**src/rtl/park_gate_ctrl.sv**
```systemverilog
// park_gate_ctrl: single-lane barrier controller with entry/exit arbitration and occupancy count.
// Optional build macro PARK_PASS_TIMEOUT_EN: abandon WAIT_PASS after PASS_TMO cycles without a pass.
module park_gate_ctrl #(
  parameter int CAPACITY = 12,
  parameter int CNT_W    = 4,
  parameter int OPEN_CYC = 4,
  parameter int PASS_TMO = 16
) (
  input  logic             clk,
  input  logic             rst,
  input  logic             req_in,
  input  logic             req_out,
  input  logic             pass,
  output logic             gate_open,
  output logic             busy,
  output logic             dir,
  output logic [CNT_W-1:0] count,
  output logic             full,
  output logic             deny,
  output logic             timeout
);

  // state     | meaning
  // IDLE      | barrier down, arbitrating entry/exit requests
  // OPENING   | barrier rising for OPEN_CYC cycles
  // WAIT_PASS | barrier up, waiting for the car to clear
  // CLOSING   | barrier lowering for OPEN_CYC cycles
  typedef enum logic [1:0] {IDLE, OPENING, WAIT_PASS, CLOSING} state_t;

  localparam int TMR_MAX = (OPEN_CYC > PASS_TMO) ? OPEN_CYC : PASS_TMO;
  localparam int TMR_W   = (TMR_MAX > 1) ? $clog2(TMR_MAX) : 1;
  localparam logic [CNT_W-1:0] CAP     = CNT_W'(CAPACITY);
  localparam logic [TMR_W-1:0] OPEN_LD = TMR_W'(OPEN_CYC - 1);

  state_t           state_q, state_d;
  logic [TMR_W-1:0] tmr_q, tmr_d;
  logic [CNT_W-1:0] count_q, count_d;
  logic             full_q;
  logic             dir_q, dir_d;
  logic             last_dir_q, last_dir_d;
  logic             ent_ok, ex_ok;

`ifdef PARK_PASS_TIMEOUT_EN
  localparam logic [TMR_W-1:0] PASS_LD = TMR_W'(PASS_TMO - 1);
  logic tmo_q, tmo_d;
`endif

  always_ff @(posedge clk) begin
    if (rst) begin
      state_q    <= IDLE;
      tmr_q      <= '0;
      count_q    <= '0;
      full_q     <= 1'b0;
      dir_q      <= 1'b0;
      last_dir_q <= 1'b1;
`ifdef PARK_PASS_TIMEOUT_EN
      tmo_q      <= 1'b0;
`endif
    end else begin
      state_q    <= state_d;
      tmr_q      <= tmr_d;
      count_q    <= count_d;
      full_q     <= (count_d == CAP);
      dir_q      <= dir_d;
      last_dir_q <= last_dir_d;
`ifdef PARK_PASS_TIMEOUT_EN
      tmo_q      <= tmo_d;
`endif
    end
  end

  always_comb begin
    state_d    = state_q;
    tmr_d      = tmr_q;
    count_d    = count_q;
    dir_d      = dir_q;
    last_dir_d = last_dir_q;
`ifdef PARK_PASS_TIMEOUT_EN
    tmo_d      = 1'b0;
`endif
    // an exit request on an empty park is a sensor fault and never eligible
    ent_ok = req_in && (count_q < CAP);
    ex_ok  = req_out && (count_q != '0);
    unique case (state_q)
      IDLE: begin
        if (ent_ok || ex_ok) begin
          dir_d      = (ent_ok && ex_ok) ? ~last_dir_q : ex_ok;
          last_dir_d = dir_d;
          tmr_d      = OPEN_LD;
          state_d    = OPENING;
        end
      end
      OPENING: begin
        if (tmr_q == '0) begin
          state_d = WAIT_PASS;
`ifdef PARK_PASS_TIMEOUT_EN
          tmr_d   = PASS_LD;
`endif
        end else begin
          tmr_d = tmr_q - 1'b1;
        end
      end
      WAIT_PASS: begin
        if (pass) begin
          if (dir_q) count_d = (count_q != '0) ? count_q - 1'b1 : count_q;
          else       count_d = (count_q < CAP) ? count_q + 1'b1 : count_q;
          tmr_d   = OPEN_LD;
          state_d = CLOSING;
        end
`ifdef PARK_PASS_TIMEOUT_EN
        else if (tmr_q == '0) begin
          tmo_d   = 1'b1;
          tmr_d   = OPEN_LD;
          state_d = CLOSING;
        end else begin
          tmr_d = tmr_q - 1'b1;
        end
`endif
      end
      CLOSING: begin
        if (tmr_q == '0) state_d = IDLE;
        else             tmr_d   = tmr_q - 1'b1;
      end
      default: state_d = IDLE;
    endcase
  end

  assign gate_open = (state_q == OPENING) || (state_q == WAIT_PASS);
  assign busy      = (state_q != IDLE);
  assign dir       = dir_q;
  assign count     = count_q;
  assign full      = full_q;
  assign deny      = !rst && (state_q == IDLE) && req_in && full_q;
`ifdef PARK_PASS_TIMEOUT_EN
  assign timeout   = tmo_q;
`else
  assign timeout   = 1'b0;
`endif

endmodule

```
**config.mk**
```make
export PLATFORM = sky130hd
export DESIGN_NAME = park_gate_ctrl
export DESIGN_NICKNAME = d
export VERILOG_FILES = /design/src/rtl/park_gate_ctrl.sv
export SDC_FILE = /design/constraint.sdc
export NUM_CORES = 1
export LEC_CHECK = 0
export ABC_AREA = 1
export CAP_MARGIN = 20
export CELL_PAD_IN_SITES_DETAIL_PLACEMENT = 0
export CELL_PAD_IN_SITES_GLOBAL_PLACEMENT = 1
export CORE_ASPECT_RATIO = 0.6
export CORE_UTILIZATION = 39
export DETAILED_ROUTE_END_ITERATION = 7
export PLACE_DENSITY_LB_ADDON = 0.1
export SLEW_MARGIN = 20
export SYNTH_ARGS = -nofsm -noshare
export SYNTH_HDL_FRONTEND = slang
export SYNTH_SLANG_ARGS = --single-unit
```
**constraint.sdc**
```tcl
create_clock -name clk -period 2.2 [get_ports clk]
set_input_delay 0.44 -clock clk [delete_from_list [all_inputs] [get_ports clk]]
set_output_delay 0.44 -clock clk [all_outputs]
set_load 0.005 [all_outputs]
```
# Word-level counts from Yosys, hierarchy flattened
# Index checks and enable logic that the tools add are counted.
totals:
  register_bits: 13
  wordCells: 52
  out_inout_bits: 10
op_classes:
  add_sub_neg: 3
  n_bitwise: 1
  order_cmp: 1
  n_reduce_logical: 17
  mux: 15
  n_eq_ne: 9
op_table:
  columns: ["operator", "n"]
  rows:
  - ["$mux 4", 8]
  - ["$pmux 4 s3", 1]
  - ["$ne 2x2->1 const B", 5]
  - ["$mux 2", 4]
  - ["$pmux 2 s4", 1]
  - ["$sub 4x1->4 const B", 2]
  - ["$logic_and 1x1->1", 6]
  - ["$add 4x1->4 const B", 1]
  - ["$eq 2x2->1 const B", 2]
  - ["$eq 4x4->1 const B", 1]
  - ["$logic_not 4->1", 1]
  - ["$lt 4x4->1 const B", 1]
  - ["$reduce_and 4->1", 1]
  - ["$reduce_bool 4->1", 1]
  - ["$reduce_and 3->1", 1]
  - ["$eq 2x1->1 const B", 1]
  - ["$logic_not 2->1", 1]
  - ["$logic_or 1x1->1", 2]
  - ["$reduce_and 2->1", 1]
  - ["$reduce_bool 2->1", 1]
  - ["$reduce_or 2->1", 1]
  - ["$logic_not 1->1", 1]
  - ["$mux 1", 1]
  - ["$not 1->1", 1]

# Longest topological paths before layout
logic_depth:
  word_depth: 6
  depth_mapped: 10
  depth_no_buf: 10

# Least setup slack after synthesis
# Ideal clock, no wire load.
synth_timing:
  kind: "register to output"
  from: "register state_q[0]"
  to: "output port deny"
  setup_slack_ns: 0.821
  arrival_ns: 0.939
  n_path_buf: 0
  stages_incl_launch_ff: 5
  path_cell_list: "dfxtp_1 inv_1 ha_1 inv_1 nor3_1"
synth_between:
  elab_chain_cells: 4
synth_lines:
  columns: ["element", "line", "source"]
  rows:
  - ["from (decl)", "35", "state_t state_q, state_d;"]
  - ["from (signal assigned)", "60", "state_q <= state_d;"]
  - ["$logic_not 2->1", "133", "assign deny = !rst && (state_q == IDLE) && req_in && full_q;"]
  - ["$logic_and 1x1->1 (3 in a row)", "133", null]
  - ["to (decl)", "19", "output logic deny,"]
# Every way passes these cells.

# Worst setup path after layout
layout_timing:
  from: "register state_q[1]"
  to: "output port gate_open"
layout_between:
  elab_chain_cells: 2
  word_cells_on_any_way: 3
  classes_between: "eq/ne (2); reduce/logical (1)"
layout_lines:
  columns: ["element", "line", "source"]
  rows:
  - ["$eq 2x1->1 or $eq 2x2->1 (tied branches)", "128", "assign gate_open = (state_q == OPENING) || (state_q == WAIT_PASS);"]
  - ["$logic_or 1x1->1 *", "128", null]
  - ["to (decl)", "14", "output logic gate_open,"]
# Mark *: on every way between the ends. The rest lies on a longest branch, timed or not.

==> Flow_metrics.wiki <==
{| class="wikitable"
! Metric !! Value
|-
| Status || completed
|-
| Warnings, synthesis || 0
|-
| Distinct cells, synth || 22
|-
| Effective utilization at floorplan || 41.6%
|-
| Data required time at the worst endpoint || 1760 ps
|-
| Total of flip-flops plus latches after synthesis || 13
|-
| Switching power || 0.000507 W
|-
| Hold buffer count at cts || 0
|-
| Number of port buffers || 13
|-
| Worst min-delay path class || reg2reg
|-
| Fraction of final layout cells with drive strength greater than 1 || 13.2%
|-
| Critical path buffer and inverter count || 2
|-
| Worst setup path category || reg2out
|-
| Unrepaired setup endpoints after global routing || no
|-
| Crit. End Element || primary output
|-
| Residual DRC count || 0
|-
| Final Hold Fails || 0
|-
| Launch point of the critical path || state_q[1]$_SDFFE_PP0P_
|-
| Gate count after technology mapping || 136
|-
| Vias || 863
|-
| Max Freq || 526 MHz
|-
| Commonest cells after routing, fill and taps aside || 42 x sky130_fd_sc_hd__nand2_1, 15 x sky130_fd_sc_hd__inv_1, 13 x sky130_fd_sc_hd__nor2_1, 13 x sky130_fd_sc_hd__dfxtp_1, 12 x sky130_fd_sc_hd__clkdlybuf4s50_1
|-
| Global Route Usage Sum || 18.9%
|-
| Largest fanout on the critical path || 3
|-
| Post-synth net total || 148
|-
| Largest net degree at the start of global routing || 10
|-
| Min-delay src || last_dir_q$_SDFFE_PP1P_
|-
| Overall overflow remaining after global route || 0
|-
| Horizontal extent of the die || 64.3 um
|-
| Critical Path Start Type || flop
|-
| Wire length of the first global-routing pass || 3.41 mm
|-
| Row Count || 13
|-
| Cts bufs inserted || 3
|-
| Most frequent standard cell in the layout excluding fill and tap cells || sky130_fd_sc_hd__nand2_1
|-
| DIE AREA || 0.00253 mm^2
|-
| Detailed router's first-iteration violation count || 48
|-
| Number of max-capacitance violations reported || 0
|-
| Clock tree from TritonCTS || yes
|-
| Time the worst path needs with I/O delays and setup || 1900 ps
|-
| Overall die height || 39.4 um
|-
| Clock skew || 0.617 ps
|-
| Critical-path cell list || inv_2, ha_4, clkdlybuf4s50_1
|-
| ANT nets after route || 0
|-
| Count of final max-slew check failures || 0
|-
| Count of boundary I/O pins || 15
|-
| Clk Tree Root Cell || sky130_fd_sc_hd__clkbuf_8
|-
| Synth Cell Area || 907 um^2
|-
| Longest Clk Path Bufs || 2
|-
| Register clock-pin slew on the reported worst setup and hold paths || 60 ps
|-
| Cell type group with the largest total delay on the critical path || buffers and inverters
|-
| Combinational share of power || 53.1%
|-
| Average cell area after synthesis || 6.67 um^2
|-
| Slowest cell on crit path || sky130_fd_sc_hd__clkdlybuf4s50_1
|-
| Count of H-tree levels built during CTS || 1
|-
| Weighted congestion reported at the end of routability-driven placement || 0.848
|-
| Relative contribution of the clock network to total power || 19.0%
|-
| Final Routed Wirelength || 2.12 mm
|-
| Pwr dens || 1050 mW/mm^2
|-
| Setup total negative slack || 0 ps
|-
| Leakage power || 0.557 nW
|-
| Number of antenna violations at the first check in global routing || 0
|-
| Delay contributed by the slowest stage of the critical path || 490 ps
|-
| Post-detailed-route via-to-cell ratio || 4.74
|-
| Arrival time at the worst endpoint || 1460 ps
|-
| Sequential cell area fraction in the yosys report || 28.7%
|-
| Count of antenna diodes in the layout || 0
|-
| Detailed Routing Iterations Pass 1 || 4
|-
| Fraction of power consumed by sequential logic || 28.0%
|-
| Final Total Pwr || 0.00119 W
|-
| Total Nets Final || 165
|-
| Half-perimeter wire length after detailed placement || 1.65 mm
|-
| Insertion delay to the later sink of the worst-skew pair || 250 ps
|-
| Area Overhead vs Synth || 24.4%
|-
| Beginning of the worst register-to-register path || state_q[1]$_SDFFE_PP0P_
|-
| Largest voltage drop on the vdd net || 0.000636 V
|-
| Clock tree sinks || 13
|-
| Routed wire per std cell || 11.7 um
|-
| Switching part of the total || 42.7%
|-
| Placeable core area || 0.00218 mm^2
|-
| Final worst path period share || 86.4%
|-
| Int Pwr || 0.000679 W
|-
| Vias in the first global route || 724
|-
| Count of final setup violators || 0
|}
## area by class of cell
type	count	area, um^2
clock inverter	1	5.00
tap	30	37.5
inverter	17	63.8
clock buffer	3	41.3
multi-input combinational	103	573
sequential	13	260
timing repair buffer	15	148
fill	227	1050
## worst reg2reg max path, stage by stage (launching register included)
cell and delay, ps:
sky130_fd_sc_hd__dfxtp_1 370, sky130_fd_sc_hd__inv_2 80, sky130_fd_sc_hd__ha_1 170, sky130_fd_sc_hd__nor2_1 240, sky130_fd_sc_hd__inv_1 100, sky130_fd_sc_hd__nand2_1 150, sky130_fd_sc_hd__nand3_4 130, sky130_fd_sc_hd__nor3_1 160
sky130_fd_sc_hd__nor2_1 60
## power by group through the flow
| stage | clock, W | combinational (W) | sequential, W |
|---|---|---|---|
| after global placement | 0 | 0.000594 | 0.000333 |
| after detailed placement | 0 | 0.000593 | 0.000334 |
| after floorplan | 0 | 0.000434 | 0.000326 |
| final | 0.000225 | 0.000630 | 0.000332 |
| after global routing | 0.000237 | 0.000703 | 0.000339 |
| after CTS | 0.000228 | 0.000604 | 0.000329 |
## logic make-up after synthesis
| kind of cell | after synthesis | share of synthesized area (%) |
|---|---|---|
| flip-flops | 13 | 28.7 |
| XOR/XNOR | 2 | 1.93 |
| AND/OR/NAND/NOR | 81 | 42.3 |
| other | 1 | 0.413 |
| AO/OA/AOI/OAI | 12 | 7.45 |
| adder cells (fa/ha/maj) | 7 | 9.65 |
| buffers and inverters | 20 | 9.52 |
## path summary, 6_finish.rpt
| path | depth (start not counted) | slack [ps] | endpoint |
|---|---|---|---|
| max | 3 | 300 | gate_open |
| min | 2 | 470 | last_dir_q$_SDFFE_PP1P_ |
| max reg2reg | 8 | 630 | tmr_q[0]$_SDFFE_PP0P_ |
| min reg2reg | 2 | 470 | last_dir_q$_SDFFE_PP1P_ |
## through the flow
| step | std cells | cell area (um^2) | setup slack, ps | hold slack, ps | util (%) |
|---|---|---|---|---|---|
| final | 182 | 1130 | 299 | 475 | 51.8 |
| after global routing | 182 | 1130 | 240 | 500 | 51.8 |
| after floorplan | 136 | 907 | 821 | 430 | - |
| after detailed placement | 178 | 1070 | 64.7 | 459 | 49.0 |
| after CTS | 182 | 1120 | 34.1 | 474 | 51.2 |
| after global placement | 178 | 1070 | 74.2 | 446 | 49.0 |
## timing repair
item | 4_1_cts | 5_1_grt
resized for setup | 1 | 4
endpoints found under the setup margin | 1 | 1
cloned | 0 | 0
buffers inserted | 0 | 0
pin swaps | 0 | 0
## per-layer routing
metal / global-route usage, % / routed length, um / vias to the layer above
met4: 5.00 / 13 / 0
li1: - / - / 465
met3: 5.23 / 174 / 2
met2: 24.5 / 730 / 24
met5: 0 / 0 / -
met1: 28.8 / 1210 / 372
## registers in the layout (all words and copies together) (netlist names)
register and cells:
last_dir_q 1, state_q 2, tmr_q 4, dir 1
full 1, count 4
## Yosys cell counts
master                     instances  area [um^2]
sky130_fd_sc_hd__nand2_4           1         11.3
sky130_fd_sc_hd__nor2_2            1         6.26
sky130_fd_sc_hd__buf_6             1         11.3
sky130_fd_sc_hd__nand3_4           2         35.0
sky130_fd_sc_hd__buf_4             1         7.51
sky130_fd_sc_hd__ha_1              7         87.6
sky130_fd_sc_hd__nand3_1          10         50.1
sky130_fd_sc_hd__nand4_1           4         25.0
sky130_fd_sc_hd__nor2_1           13         48.8
sky130_fd_sc_hd__inv_1            17         63.8
sky130_fd_sc_hd__conb_1            1         3.75
sky130_fd_sc_hd__xnor2_1           1         8.76
sky130_fd_sc_hd__clkbuf_1          1         3.75
sky130_fd_sc_hd__nor3_1            3         15.0
sky130_fd_sc_hd__a21oi_2           2         17.5
sky130_fd_sc_hd__dfxtp_1          13          260
sky130_fd_sc_hd__nand3_2           1         10.0
sky130_fd_sc_hd__xor2_1            1         8.76
sky130_fd_sc_hd__nand2_2           4         25.0
sky130_fd_sc_hd__o21ai_1           3         15.0
sky130_fd_sc_hd__nand2_1          42          158
sky130_fd_sc_hd__a21oi_1           7         35.0
Power figures use the tool's default switching activity.
